<file path="config.mk">
export PLATFORM = sky130hd
export DESIGN_NAME = sequence_detector_ctrl
export DESIGN_NICKNAME = d
export VERILOG_FILES = /design/src/rtl/sequence_detector_ctrl.sv
export SDC_FILE = /design/constraint.sdc
export NUM_CORES = 1
export LEC_CHECK = 0
export ABC_AREA = 1
export CELL_PAD_IN_SITES_DETAIL_PLACEMENT = 2
export CELL_PAD_IN_SITES_GLOBAL_PLACEMENT = 2
export CORE_ASPECT_RATIO = 2
export CORE_UTILIZATION = 27
export CTS_CLUSTER_DIAMETER = 40
export CTS_CLUSTER_SIZE = 40
export DETAILED_ROUTE_END_ITERATION = 16
export GPL_TIMING_DRIVEN = 0
export HOLD_SLACK_MARGIN = 0.1
export PLACE_DENSITY_LB_ADDON = 0.05
export SETUP_SLACK_MARGIN = 0.4
export SLEW_MARGIN = 20
export SYNTH_ARGS = -nofsm -noshare
export SYNTH_HDL_FRONTEND = slang
export SYNTH_SLANG_ARGS = --single-unit
</file>
<file path="constraint.sdc">
create_clock -name clk -period 1.8 [get_ports clk]
set_input_delay 0.18 -clock clk [delete_from_list [all_inputs] [get_ports clk]]
set_output_delay 0.18 -clock clk [all_outputs]
set_load 0.005 [all_outputs]
</file>
<file path="src/rtl/sequence_detector_ctrl.sv">
// -----------------------------------------------------------------------------
// sequence_detector_ctrl
//
// Word-to-bit sequence detector controller. Parallel words arrive over a
// valid/ready handshake and are serialised LSB-first into a SEQ_LEN-bit
// sliding window. Each shift compares the updated window against a
// programmable pattern/mask. Matches are counted (saturating), and a sticky
// interrupt is raised when the count reaches a programmable threshold.
//
// Optional build macro:
//   SEQ_DET_CLEAR_ON_START_EN - when defined, start in IDLE also clears the
//                               window, fill level and match count. irq is
//                               left untouched. Default: history carries over.
//
// Ports:
//   clk           in   clock, rising-edge
//   reset         in   asynchronous reset, active low
//   cfg_we        in   config write strobe (IDLE only)
//   cfg_pattern   in   [SEQ_LEN]  pattern to match
//   cfg_mask      in   [SEQ_LEN]  1 = bit compared, 0 = don't care
//   cfg_threshold in   [CNT_W]    match count that raises irq, 0 = never
//   start         in   IDLE -> WAIT
//   stop          in   return to IDLE (never truncates a word)
//   in_valid      in   producer word valid
//   in_data       in   [WORD_W]   producer word
//   in_ready      out  high only in WAIT
//   busy          out  high in WAIT and SHIFT
//   data_out      out  one-cycle match pulse aligned with shift_regs
//   shift_regs    out  [SEQ_LEN]  current window, bit 0 = newest
//   match_count   out  [CNT_W]    saturating match count
//   irq           out  sticky threshold interrupt
//   irq_clr       in   clears irq (a coincident set wins)
// -----------------------------------------------------------------------------
module sequence_detector_ctrl #(
  parameter int WORD_W  = 8,
  parameter int SEQ_LEN = 7,
  parameter int CNT_W   = 8
) (
  input  logic               clk,
  input  logic               reset,
  input  logic               cfg_we,
  input  logic [SEQ_LEN-1:0] cfg_pattern,
  input  logic [SEQ_LEN-1:0] cfg_mask,
  input  logic [CNT_W-1:0]   cfg_threshold,
  input  logic               start,
  input  logic               stop,
  input  logic               in_valid,
  input  logic [WORD_W-1:0]  in_data,
  output logic               in_ready,
  output logic               busy,
  output logic               data_out,
  output logic [SEQ_LEN-1:0] shift_regs,
  output logic [CNT_W-1:0]   match_count,
  output logic               irq,
  input  logic               irq_clr
);

  localparam int IDX_W  = (WORD_W > 1) ? $clog2(WORD_W) : 1;
  localparam int FILL_W = $clog2(SEQ_LEN + 1);

  localparam logic [IDX_W-1:0]   IDX_ZERO  = {IDX_W{1'b0}};
  localparam logic [IDX_W-1:0]   IDX_ONE   = IDX_W'(1);
  localparam logic [IDX_W-1:0]   LAST_IDX  = IDX_W'(WORD_W - 1);
  localparam logic [FILL_W-1:0]  FILL_ZERO = {FILL_W{1'b0}};
  localparam logic [FILL_W-1:0]  FILL_ONE  = FILL_W'(1);
  localparam logic [FILL_W-1:0]  FILL_FULL = FILL_W'(SEQ_LEN);
  localparam logic [CNT_W-1:0]   CNT_ZERO  = {CNT_W{1'b0}};
  localparam logic [CNT_W-1:0]   CNT_ONE   = CNT_W'(1);
  localparam logic [CNT_W-1:0]   CNT_MAX   = {CNT_W{1'b1}};
  localparam logic [SEQ_LEN-1:0] WIN_ZERO  = {SEQ_LEN{1'b0}};
  localparam logic [WORD_W-1:0]  WORD_ZERO = {WORD_W{1'b0}};

  typedef enum logic [1:0] {
    ST_IDLE  = 2'd0,
    ST_WAIT  = 2'd1,
    ST_SHIFT = 2'd2
  } state_t;

  // Masked compare: only bits with mask=1 must equal the pattern.
  function automatic logic window_match(
    input logic [SEQ_LEN-1:0] window,
    input logic [SEQ_LEN-1:0] pattern,
    input logic [SEQ_LEN-1:0] mask
  );
    return (((window ^ pattern) & mask) == {SEQ_LEN{1'b0}});
  endfunction

  state_t              state_r;
  logic [WORD_W-1:0]   word_r;
  logic [IDX_W-1:0]    bit_idx_r;
  logic                stop_seen_r;
  logic [FILL_W-1:0]   fill_r;
  logic [SEQ_LEN-1:0]  pattern_r;
  logic [SEQ_LEN-1:0]  mask_r;
  logic [CNT_W-1:0]    threshold_r;

  logic                shift_bit_s;
  logic [SEQ_LEN-1:0]  window_next_s;
  logic [FILL_W-1:0]   fill_next_s;
  logic                match_s;
  logic                count_step_s;
  logic [CNT_W-1:0]    count_next_s;
  logic                thr_hit_s;

  // Next-window, fill, match and counter values for the current shift cycle.
  always_comb begin
    shift_bit_s   = word_r[bit_idx_r];
    window_next_s = {shift_regs[SEQ_LEN-2:0], shift_bit_s};

    if (fill_r == FILL_FULL) begin
      fill_next_s = fill_r;
    end else begin
      fill_next_s = fill_r + FILL_ONE;
    end

    // A match is only valid once the window holds SEQ_LEN real bits.
    match_s = (fill_next_s == FILL_FULL) &&
              window_match(window_next_s, pattern_r, mask_r);

    if (match_s && (match_count != CNT_MAX)) begin
      count_step_s = 1'b1;
      count_next_s = match_count + CNT_ONE;
    end else begin
      count_step_s = 1'b0;
      count_next_s = match_count;
    end

    // irq fires only on the edge where the count actually moves onto the
    // threshold, so a saturated or stalled count never re-triggers it.
    thr_hit_s = count_step_s && (threshold_r != CNT_ZERO) &&
                (count_next_s == threshold_r);
  end

  // Controller FSM with all outputs and detector state registered.
  always_ff @(posedge clk or negedge reset) begin
    if (!reset) begin
      state_r     <= ST_IDLE;
      word_r      <= WORD_ZERO;
      bit_idx_r   <= IDX_ZERO;
      stop_seen_r <= 1'b0;
      fill_r      <= FILL_ZERO;
      pattern_r   <= WIN_ZERO;
      mask_r      <= WIN_ZERO;
      threshold_r <= CNT_ZERO;
      shift_regs  <= WIN_ZERO;
      match_count <= CNT_ZERO;
      data_out    <= 1'b0;
      irq         <= 1'b0;
      in_ready    <= 1'b0;
      busy        <= 1'b0;
    end else begin
      // data_out is a pulse: only a shift edge can raise it.
      data_out <= 1'b0;

      // Clear first; a set later in this block overrides it (set wins).
      if (irq_clr) begin
        irq <= 1'b0;
      end

      case (state_r)
        ST_IDLE: begin
          if (cfg_we) begin
            pattern_r   <= cfg_pattern;
            mask_r      <= cfg_mask;
            threshold_r <= cfg_threshold;
          end
          if (start) begin
            state_r  <= ST_WAIT;
            in_ready <= 1'b1;
            busy     <= 1'b1;
`ifdef SEQ_DET_CLEAR_ON_START_EN
            shift_regs  <= WIN_ZERO;
            fill_r      <= FILL_ZERO;
            match_count <= CNT_ZERO;
`endif
          end
        end

        ST_WAIT: begin
          // in_ready is high throughout WAIT, so in_valid is the handshake.
          if (in_valid) begin
            word_r      <= in_data;
            bit_idx_r   <= IDX_ZERO;
            stop_seen_r <= stop;
            state_r     <= ST_SHIFT;
            in_ready    <= 1'b0;
          end else if (stop) begin
            state_r  <= ST_IDLE;
            in_ready <= 1'b0;
            busy     <= 1'b0;
          end
        end

        ST_SHIFT: begin
          shift_regs  <= window_next_s;
          fill_r      <= fill_next_s;
          match_count <= count_next_s;
          data_out    <= match_s;
          stop_seen_r <= stop_seen_r | stop;
          if (thr_hit_s) begin
            irq <= 1'b1;
          end

          if (bit_idx_r == LAST_IDX) begin
            // A stop seen anywhere in the word takes effect only here.
            if (stop_seen_r || stop) begin
              state_r  <= ST_IDLE;
              in_ready <= 1'b0;
              busy     <= 1'b0;
            end else begin
              state_r  <= ST_WAIT;
              in_ready <= 1'b1;
            end
          end else begin
            bit_idx_r <= bit_idx_r + IDX_ONE;
          end
        end

        default: begin
          state_r  <= ST_IDLE;
          in_ready <= 1'b0;
          busy     <= 1'b0;
        end
      endcase
    end
  end

endmodule

</file>
# == Yosys cells after proc, flatten, opt, wreduce, memory -nomap -nowiden ==
# Cells that the tools add are included.
# totals
output_inout_bits,19
inputBits,37
wordCells,81
ff_bits,58
# classes
n_eq_ne,15
n_mux,30
n_reduce_logical,15
n_lt_le_gt_ge,1
bitwise,3
addsub,3
# op_table
op,count
$mux W1,16
$ne A2 B2 Y1 const B,7
$eq A3 B3 Y1 const B,3
$mux W3,3
$add A8 B1 Y8 const B,1
$eq A8 B8 Y1,1
$mux W2,4
$mux W8,1
$ne A8 B8 Y1 const B,1
$reduce_bool A8 Y1,1
$and A7 B7 Y7,1
$logic_not A7 Y1,1
$xor A7 B7 Y7,1
$add A3 B1 Y3 const B,2
$pmux W1 S3,2
$pmux W2 S3,1
$pmux W3 S2,1
$reduce_and A2 Y1,3
$reduce_and A3 Y1,2
$reduce_and A5 Y1,1
$logic_and A1 B1 Y1,4
$lt A3 B4 Y1 const B,1
$bmux W1 S3,1
$ne A3 B3 Y1 const B,1
other kinds (7),7

# == Depth between registers and ports, before layout ==
# logic_depth
depth_word,12
ltp_mapped,17
ltp_nobuf,17

# == Worst setup path before layout ==
# Ideal clock, no wire load.
# synth_path
path_kind,reg2reg
from,register fill_r[0]
to,register irq
arrival_ns,1.795
n_path_buf,0
stages_incl_launch_ff,16
path_slack_ns,-0.112
period_less_slack_ns,1.912
setup_ns,0.117
cell_sequence,dfrtp_1 ha_1 nand2_2 nand2_1 o21ai_2 nand3_2 nor3_4 nand3_4 nand2_1 nand2_1 nand2_1 nand2_1 nand2_1 nor2_1 nand3_1 nand2_1
# synth_via
elab_chain_len,10
elab_cells_between_ends,13
# synth_lines
element,line_no,text
start: declaration,92,logic [FILL_W-1:0] fill_r;
start signal: assignment,196,fill_r <= fill_next_s;
$add A3 B1 Y3 / $eq A3 B3 Y1 (equally long branches),"113, 110",
$mux W3 (*),110,if (fill_r == FILL_FULL) begin
$eq A3 B3 Y1 (*),117,match_s = (fill_next_s == FILL_FULL) &&
$logic_and A1 B1 Y1 (*),117,
$logic_and A1 B1 Y1 (*),120,if (match_s && (match_count != CNT_MAX)) begin
$mux W8 / $mux W1 (equally long branches),120,
$eq A8 B8 Y1 / $logic_and A1 B1 Y1 (equally long branches),"131, 130",
$logic_and A1 B1 Y1 (*),130,thr_hit_s = count_step_s && (threshold_r != CNT_ZERO) &&
$mux W1 (*),200,if (thr_hit_s) begin
$mux W1 (*),160,case (state_r)
end signal: assignment,148,irq <= 1'b0;
end signal: assignment,157,irq <= 1'b0;
end signal: assignment,201,irq <= 1'b1;
end: declaration,54,"output logic irq,"
# Every way passes the cells marked *; elsewhere a longest branch is shown, timed or not.
# A chain may end at the register's enable or synchronous reset.

# == Final worst setup path ==
# Ends and elaborated chain as after synthesis.

==> results.md <==
- Status: finished with violations
- Failing checks: setup timing
- Register-to-Register Path Depth: 15
- TritonCTS buffer count: 9
- Path category of the worst min-delay check: in -> async
- Category of the worst setup path launch point: flip-flop
- Total global routing overflow: 0
- Metal3 WL: 217 um
- Final weighted congestion of routability-driven global placement: about 0.73
- Filler instances: 1200
- Overall die area: ~0.011 mm^2
- Crit path setup slack, layout: -0.340 ns
- Floorplan row count: 53
- Data arrival time of the critical path: 2.41 ns
- Maximum clock rate: approximately 470 MHz
- CP Capture Type: flip-flop
- Commonest cells post-synth: sky130_fd_sc_hd__nand2_1, sky130_fd_sc_hd__dfrtp_1, sky130_fd_sc_hd__inv_1, sky130_fd_sc_hd__nor2_1, sky130_fd_sc_hd__o21ai_0
- Net count, final: about 500
- Largest net degree at the start of global routing: 50
- Post-synthesis sequential element count: 58
- Number of search-and-repair iterations in the first detailed-routing pass: 4
- CTS Root Buffer Type: sky130_fd_sc_hd__clkbuf_16
- Die extent in y: 149 um
- Mean post-synth cell area: between 8 and 9 um^2
- Overall power consumption: roughly 7600 uW
- WS Path Type: reg -> reg
- Terminus of the critical flop-to-flop path: irq
- Clock Skew: approximately 0.005 ns
- Fraction of layout cells with a size suffix above 1: between 20 and 30%
- Actual transition at the worst max-transition pin: between 0.6 and 0.7 ns
- First DRT Iteration DRCs: 40
- Post-Route M1 WL: between 3000 and 4000 um
- Wire length after detailed routing: ~10000 um
- Storage element area: approximately 0.0015 mm^2
- Initial Util: 27.8%
- Met2 wire len: between 6000 and 7000 um
- Worst reg2reg startpoint: fill_r[0]
- DRC: 0
- Top-area cell type share of the netlist area: ~50%
- Port Buffers: 55
- Horizontal die dimension: 75.4 um
- Number of clock sinks: 58
- Total global-route track usage: 20.1%
- Top flip-flop cell by instance count after synthesis: sky130_fd_sc_hd__dfrtp_1
- Share of synthesized registers carrying an async set or reset: 100%
- Deepest clock path buffer count: 2
- Via Count: 2824
- Mean routed wirelength per cell: about 17 um
- Final Max Slew Viols: 0
- VDD IR max: 806 uV
- Setup-violating endpoint count in the final report: 3
- Register-to-register setup slack: -0.34 ns
- Number of antenna repair diodes: 0
- Post-route minimum period: about 2.1 ns
- YS warnings: 0
- WHS: around 0.24 ns
- Final clock period utilization by the worst path: 119%
- Number of distinct library cells after synthesis: 28
- Top-count cell post-synth: sky130_fd_sc_hd__nand2_1
- Cells after Synth: between 300 and 400
- # H-tree levels: 3
- Antenna viol nets, final: 0
- Total nets after synthesis: just under 400
- Top post-synthesis cells by area: sky130_fd_sc_hd__dfrtp_1, sky130_fd_sc_hd__nand2_1, sky130_fd_sc_hd__mux2_2, sky130_fd_sc_hd__o21ai_0, sky130_fd_sc_hd__inv_1
- Cell type contributing the most total cell area after synthesis: sky130_fd_sc_hd__dfrtp_1
- Maximum fanout along the worst path: 7
- Hold Fails Final Rpt: 0
- Share of the yosys chip area belonging to registers: between 40% and 50%
- Number of primary I/O pins: 56
- Clock tree from TritonCTS: built
- Detail-routed via count per cell: between 4 and 5
- Total area of multi-input combinational cells: between 0.0015 and 0.002 mm^2
- Post-synthesis instance area: just under 0.003 mm^2
- Number of antenna violations at the first check in global routing: 0
- Max transition margin: 54.2%
- Floorplan core area: around 0.010 mm^2
- HPWL after detailed placement: 7310 um
- Clock edge transition at the registers on the reported setup and hold paths: ~0.05 ns
- Cell leakage power: 0.00214 uW
- Growth of design area from synthesis to finish: 57.2%
- Unrepaired setup endpoints after global routing: yes
- Pwr Density: approximately 1700 mW/mm^2
- Number of flops mapped to enable cells by yosys: 0
- Number of max-cap violations: 0
- Required time reported for the critical path endpoint: between 2 and 2.5 ns
- Global-route wire length before repair: about 16000 um
- Highest routed layer: met4
- Later-pin clock latency in the skew report: 0.33 ns
- Number of global-route vias before repair: ~3200
[cells in the final DEF (no fill, tap or decap), types with 6 or more instances in the layout]
cell	instances
sky130_fd_sc_hd__nand2_1	79
sky130_fd_sc_hd__mux2_2	14
sky130_fd_sc_hd__inv_1	37
sky130_fd_sc_hd__buf_6	10
sky130_fd_sc_hd__dfrtp_2	6
sky130_fd_sc_hd__clkbuf_16	9
sky130_fd_sc_hd__clkdlybuf4s50_1	38
sky130_fd_sc_hd__nand2_2	15
sky130_fd_sc_hd__a21oi_1	9
sky130_fd_sc_hd__dlygate4sd2_1	11
sky130_fd_sc_hd__o21ai_0	17
sky130_fd_sc_hd__buf_4	27
sky130_fd_sc_hd__nor2_1	23
sky130_fd_sc_hd__dfrtp_1	52
sky130_fd_sc_hd__o21ai_2	8
sky130_fd_sc_hd__nand3_1	24
sky130_fd_sc_hd__nand4_1	7
sky130_fd_sc_hd__clkbuf_8	7
[cell type report]
cell class	count	area share [%]
clock inverter	1	0.656
multi-input combinational	245	32.9
sequential	58	31.9
buffer	7	1.31
tap	137	3.74
clock buffer	14	6.42
timing repair buffer	92	19.6
inverter	42	3.44
[cells by family after synthesis]
family          Yosys count  share of synthesized area [%]
mux                      14                           5.41
flops                    58                           49.8
xor+xnor                  5                           1.50
simple gates            179                           27.7
compound gates           43                           7.56
buf+inv                  49                           6.31
fa+ha+maj                 4                           1.72
[flip-flops by register name, indices dropped and copies added, names as in the netlist]
register and cells:
threshold_r 8, irq 1, mask_r 7, bit_idx_r 3, data_out 1, word_r 8, match_count 8, pattern_r 7
stop_seen_r 1, shift_regs 7, in_ready 1, state_r 2, busy 1, fill_r 3
[worst max-delay path, cell delays in order (launching register included)]
cell	delay [ns]
sky130_fd_sc_hd__dfrtp_1	0.41
sky130_fd_sc_hd__ha_4	0.19
sky130_fd_sc_hd__nand2_4	0.09
sky130_fd_sc_hd__nand2_2	0.05
sky130_fd_sc_hd__o21ai_2	0.07
sky130_fd_sc_hd__nand3_2	0.10
sky130_fd_sc_hd__nor3_4	0.16
sky130_fd_sc_hd__buf_12	0.14
sky130_fd_sc_hd__nand3_4	0.18
sky130_fd_sc_hd__inv_2	0.14
sky130_fd_sc_hd__nand2_2	0.07
sky130_fd_sc_hd__nand3b_1	0.11
sky130_fd_sc_hd__nand2_2	0.07
sky130_fd_sc_hd__nor2_1	0.09
sky130_fd_sc_hd__nand3_1	0.12
sky130_fd_sc_hd__nand2_1	0.08
[worst max path at each step]
stage                        end  slack, ns      startpoint
floorplan                    irq      -0.08       fill_r[0]
detailed placement           irq      -0.62  match_count[0]
finish                       irq      -0.34       fill_r[0]
CTS                          irq      -0.30       fill_r[0]
global placement    bit_idx_r[0]      -1.78           reset
global route                 irq      -0.54       fill_r[0]
[report_power, final]
part / switching, uW / internal (uW)
logic: 1860 / 1610
registers: 441 / 1880
clock network: 587 / 1250
[timing repair]
action,4_1_cts,5_1_grt
pin swaps,11,9
hold buffers,1,0
gates resized for setup,77,33
buffers inserted,31,4
setup endpoints to repair,69,40
hold endpoints to repair,58,0
[through the flow]
stage | instance area [um^2] | setup TNS, ns | setup slack, ns | instances | util [%]
2_1_floorplan | 2970 | -0.0770 | -0.0770 | 352 | -
3_3_place_gp | 3690 | -95.35 | -1.78 | 544 | 35.2
3_5_place_dp | 3710 | -6.29 | -0.617 | 545 | 35.4
4_1_cts | 4460 | -0.407 | -0.298 | 592 | 42.5
5_1_grt | 4580 | -1.45 | -0.536 | 596 | 43.7
6_report | 4580 | -0.537 | -0.340 | 596 | 43.7
[per-layer routing]
metal  vias to the layer above  GRT usage (%)
met2                        46           40.3
met5                         -              0
li1                       1343              -
met3                        15           3.04
met1                      1420           18.5
met4                         0           8.43
Power figures use the tool's default switching activity.
